==> src/rtl/alu_srcb_unit.sv <==
// rtl/alu_srcb_unit.sv - registered ALU source-B operand mux with serial shift mode
// Accepted requests complete in one cycle, except mode 111, which takes shamt+1 cycles.
module alu_srcb_unit #(
  parameter int WIDTH       = 32,
  parameter int IMM_WIDTH   = 16,
  parameter int CONST_A     = 1,
  parameter int CONST_B     = 4,
  parameter int SHAMT_WIDTH = 5
) (
  input  logic                   clk,
  input  logic                   reset,
  input  logic                   start,
  input  logic [2:0]             selector,
  input  logic [WIDTH-1:0]       reg_b,
  input  logic [IMM_WIDTH-1:0]   imm,
  input  logic [WIDTH-1:0]       alt_in,
  input  logic [SHAMT_WIDTH-1:0] shamt,
  output logic [WIDTH-1:0]       operand_b,
  output logic                   busy,
  output logic                   done
);

  typedef enum logic {IDLE = 1'b0, SHIFT = 1'b1} state_t;

  state_t                 state;
  logic [SHAMT_WIDTH-1:0] count;
  logic [WIDTH-1:0]       imm_sext;
  logic [WIDTH-1:0]       imm_zext;
  logic [WIDTH-1:0]       sel_value;
  logic                   shift_req;

  assign imm_sext  = {{(WIDTH-IMM_WIDTH){imm[IMM_WIDTH-1]}}, imm};
  assign imm_zext  = {{(WIDTH-IMM_WIDTH){1'b0}}, imm};
  assign shift_req = (selector == 3'b111) && (shamt != '0);

  always_comb begin
    sel_value = reg_b;
    case (selector)
      3'b000:  sel_value = reg_b;
      3'b001:  sel_value = WIDTH'(CONST_A);
      3'b010:  sel_value = WIDTH'(CONST_B);
      3'b011:  sel_value = imm_sext;
      3'b100:  sel_value = alt_in;
      3'b101:  sel_value = imm_sext << 2;
      3'b110:  sel_value = imm_zext;
      default: sel_value = reg_b;
    endcase
  end

  always_ff @(posedge clk or posedge reset) begin
    if (reset) begin
      state     <= IDLE;
      operand_b <= '0;
      busy      <= 1'b0;
      done      <= 1'b0;
      count     <= '0;
    end else begin
      case (state)
        IDLE: begin
          done <= 1'b0;
          if (start) begin
            operand_b <= sel_value;
            if (shift_req) begin
              count <= shamt;
              busy  <= 1'b1;
              state <= SHIFT;
            end else begin
              done <= 1'b1;
            end
          end
        end
        SHIFT: begin
          // Shifting past WIDTH simply drains to zero; latency still tracks shamt.
          operand_b <= operand_b << 1;
          count     <= count - 1'b1;
          if (count == SHAMT_WIDTH'(1)) begin
            state <= IDLE;
            busy  <= 1'b0;
            done  <= 1'b1;
          end
        end
        default: state <= IDLE;
      endcase
    end
  end

endmodule

==> config.mk <==
export PLATFORM = sky130hd
export DESIGN_NAME = alu_srcb_unit
export DESIGN_NICKNAME = d
export VERILOG_FILES = /design/src/rtl/alu_srcb_unit.sv
export SDC_FILE = /design/constraint.sdc
export NUM_CORES = 1
export LEC_CHECK = 0
export CORE_MARGIN = 5
export CORE_UTILIZATION = 30
export CTS_CLUSTER_DIAMETER = 150
export DETAILED_ROUTE_END_ITERATION = 8
export PLACE_DENSITY_LB_ADDON = 0.08
export SLEW_MARGIN = 20
export SYNTH_ARGS = -nofsm -noshare
export SYNTH_HDL_FRONTEND = slang
export SYNTH_SLANG_ARGS = --single-unit
==> constraint.sdc <==
create_clock -name clk -period 1.5 [get_ports clk]
set_input_delay 0.45 -clock clk [delete_from_list [all_inputs] [get_ports clk]]
set_output_delay 0.45 -clock clk [all_outputs]
set_load 0.01 [all_outputs]
==> impl_metrics.py <==
metrics = {
    "status": {
        "outcome": "finished, final reports clean",
    },
    "setup_path": {
        "cp_slowest_cell": "or4_4",
        "crit_required_ps": 1720,
        "critPathArrivalTime_ps": 1710,
        "path_buf_inv": 2,
        "cp_max_fo": 4,
        "critical-path-top-delay-family": "simple AND/OR/NAND/NOR gates",
        "crit_path_end_kind": "register",
        "slowest_delay_ps": 560,
        "path_cells": "clkdlybuf4s15_1 -> or4_4 -> o21ai_4 -> buf_6 -> nand2_1 -> o21ai_2",
        "critPathLaunchType": "primary input",
        "crit_type": "in2reg",
    },
    "place": {
        "portBuffers": 124,
        "place_area_sq_um": 4546,
        "post-place-ws_ps": -771.5,
        "place_congestion": 0.8431,
        "hpwl_microns": 7832,
    },
    "pwr": {
        "vdd_drop_max_uv": 485.2,
        "p_per_area_nw_per_um2": 1204,
        "p_leak_nw": 2.040,
    },
    "timing": {
        "max_freq_mhz": 671.5,
        "slew_headroom_pct": 80.56,
        "rsz0062_at_grt": "true",
        "period_share_pct": 99.29,
        "setup_ws_ps": 10.69,
        "skew_ps": 10.72,
        "hold_viol": 0,
        "setup_viol_count_final": 0,
        "finalCriticalPeriod_ps": 1489,
        "worst_pin_slew_ps": 287.1,
        "finalMaxSlewViolations": 0,
        "tns_ps": 0,
    },
    "layout": {
        "area_growth_syn_to_layout_pct": 73.17,
        "drive_gt1_share_pct": 23.61,
        "fin_area_sq_um": 4933,
        "diodes": 0,
        "multi_input_area_sq_um": 1797,
        "seqCellArea_sq_um": 1002,
        "nets": 579,
        "fill_cells": 904,
        "utilization_pct": 53.39,
    },
    "yosys": {
        "yosysMostFrequentCell": "o21ai_1",
        "syn_inst": 324,
        "synth-simple-area-share_pct": 14.76,
        "syn_nets": 417,
        "ys_top_cells_by_area": "dfrtp_1 35%, o21ai_1 9.0%, nor3b_1 8.2%",
        "synth.area.mux_share_pct": 0.3513,
        "synth_enable_flop_cells": 0,
        "synth-xor-area-share_pct": 0.9223,
        "ys_ff_latch": 40,
        "synth_ff_type": "dfrtp_1",
        "synth.distinct_cells": 45,
        "synth_top_family_by_area": "compound AO/OA/AOI/OAI gates",
        "synth_warnings": 0,
        "synth_area_leader_cell": "dfrtp_1",
        "syn_area_per_cell_sq_um": 8.793,
        "synth_common_cells": "51 x o21ai_1, 40 x dfrtp_1, 34 x a21oi_1",
        "yosys.area_share.adder_pct": 5.753,
        "ys_seq_area_share_pct": 35.13,
        "synth-compound-area-share_pct": 36.19,
        "syn_area_sq_um": 2849,
        "synth_async_sr_flop_share_pct": 100.0,
        "synth_top_area_share_pct": 35.13,
    },
    "clock_network": {
        "clock_latency_ps": 290,
        "clockBufferDepth": 2,
        "cts_max_level": 2,
        "cts_buffers": 5,
        "cts_tree": "yes",
        "clk_pin_slew_ps": 80,
        "clock-sinks": 40,
        "clk_root_buffer_cell": "clkbuf_8",
    },
    "floorplanning": {
        "core_region_area_sq_um": 9240,
        "die_w_microns": 107.5,
        "row_count": 35,
        "pin_count": 125,
        "fp.dieH_microns": 107.5,
        "start_util_pct": 30.83,
        "die-area_sq_um": 11550,
    },
    "detailed_routing": {
        "wl_microns": 10620,
        "detail-route-antenna-nets": 0,
        "drtPass1Iterations": 4,
        "via_per_inst": 5.125,
        "first_iter_violations": 78,
        "vias": 3157,
        "drc": 0,
        "wire_per_inst_microns": 17.23,
    },
    "flow_run": {
        "cap_viol_max_count": 0,
    },
    "global_routing": {
        "grtUsageTotal_pct": 18.02,
        "grt_pass1_wl_microns": 16570,
        "antenna_found_initial": 0,
        "grt_max_degree": 41,
        "grt_pass1_vias": 3274,
        "overflow": 0,
    },
    "worst_hold_path": {
        "hold_path.class": "in2async",
    },
}
## cell families after synthesis
group                      count (synthesis)
adders and majority gates                 15
xor gates and xnor gates                   3
muxes                                      1
AOI/OAI and AO/OA                        161
and+or+nand+nor                           63
DFF                                       40
buffers and inverters                     41
## flip-flops by register name (all words and copies together), names as in the netlist
signal	cells
count	5
busy	1
done	1
operand_b	32
state	1
## where the power goes
group | switching [mW] | internal (mW) | total, mW
clock network | 0.392 | 0.588 | 0.980
logic | 1.48 | 1.54 | 3.02
registers | 0.386 | 1.55 | 1.94
total | 2.26 | 3.69 | 5.94
## per-stage QoR
stage,cells,power [mW],hold slack (ps)
after floorplan,324,3.458,491.3
after global placement,593,5.065,501.6
after detailed placement,593,5.098,513.2
after CTS,614,5.895,498.7
after global routing,616,6.398,520.7
final,616,5.942,497.3
## worst register-to-register path, stage by stage, from the launching register on
cell and delay [ps]:
dfrtp_1 410, inv_1 80, ha_1 130, or4b_4 480
nor2b_1 150, o21ai_1 120
## area by class of cell
cell class / count / share of cell area (%)
Timing Repair inverter: 1 / 0.1522
Multi-Input combinational cell: 243 / 36.42
Timing Repair Buffer: 188 / 36.67
Tap cell: 129 / 3.272
Clock buffer: 7 / 1.953
Clock inverter: 1 / 0.6087
Inverter: 7 / 0.6087
Sequential cell: 40 / 20.31
## path summary, 6_finish.rpt
path                               start       endpoint  slack [ps]  cells past startpoint
min in group clk                    busy           busy         510                      2
worst max-delay path            shamt[0]       count[2]          10                      6
worst max register to register  count[1]           done          50                      5
worst min-delay path               reset  operand_b[20]         500                      3
worst min register to register      busy           busy         510                      2
max in group asynchronous          reset          state         790                      3
## per-layer routing
layer	part of all wire, %	global-route usage [%]
met1	46	24.42
met3	4.6	3.299
met5	0	0
met4	1.2	4.869
met2	48	29.49
## layout by cell type (no fill, tap or decap), types with 2 or more instances in the layout
cell             Yosys  layout
a221oi_1            15       3
dlygate4sd2_1        0      36
maj3_1               6       3
nor2_1               4       4
nand2_1              9       8
a221oi_2             0      10
o21a_1              12      12
nand3_1              2       2
buf_6                1       6
buf_12               0       6
clkinv_1             1       2
nor3b_1             31      30
a21oi_1             34      34
o211ai_1             3       3
a221oi_4             0       2
clkbuf_8             0       7
o2bb2ai_1           15      15
dlymetal6s2s_1       0       3
o21ai_2              0       4
o21ai_0              4       2
xor2_1               3       3
dfrtp_1             40      39
buf_4                6      49
clkdlybuf4s15_1      0       5
nor2b_1              3       2
o22ai_1             16      16
ha_1                 2       2
inv_1                6       4
maj3_2               7      10
clkdlybuf4s50_1      0      78
o21ai_1             51      49
clkinvlp_4           0       2
buf_2               10       2
a22oi_1              5       5
## timing repair
item,4_1_cts,5_1_grt
cloned,3,1
buffers inserted,11,1
resized for setup,71,31
pin swaps,10,11
endpoints found under the setup margin,74,38
hold buffers,0,0
Power figures use the tool's default switching activity.
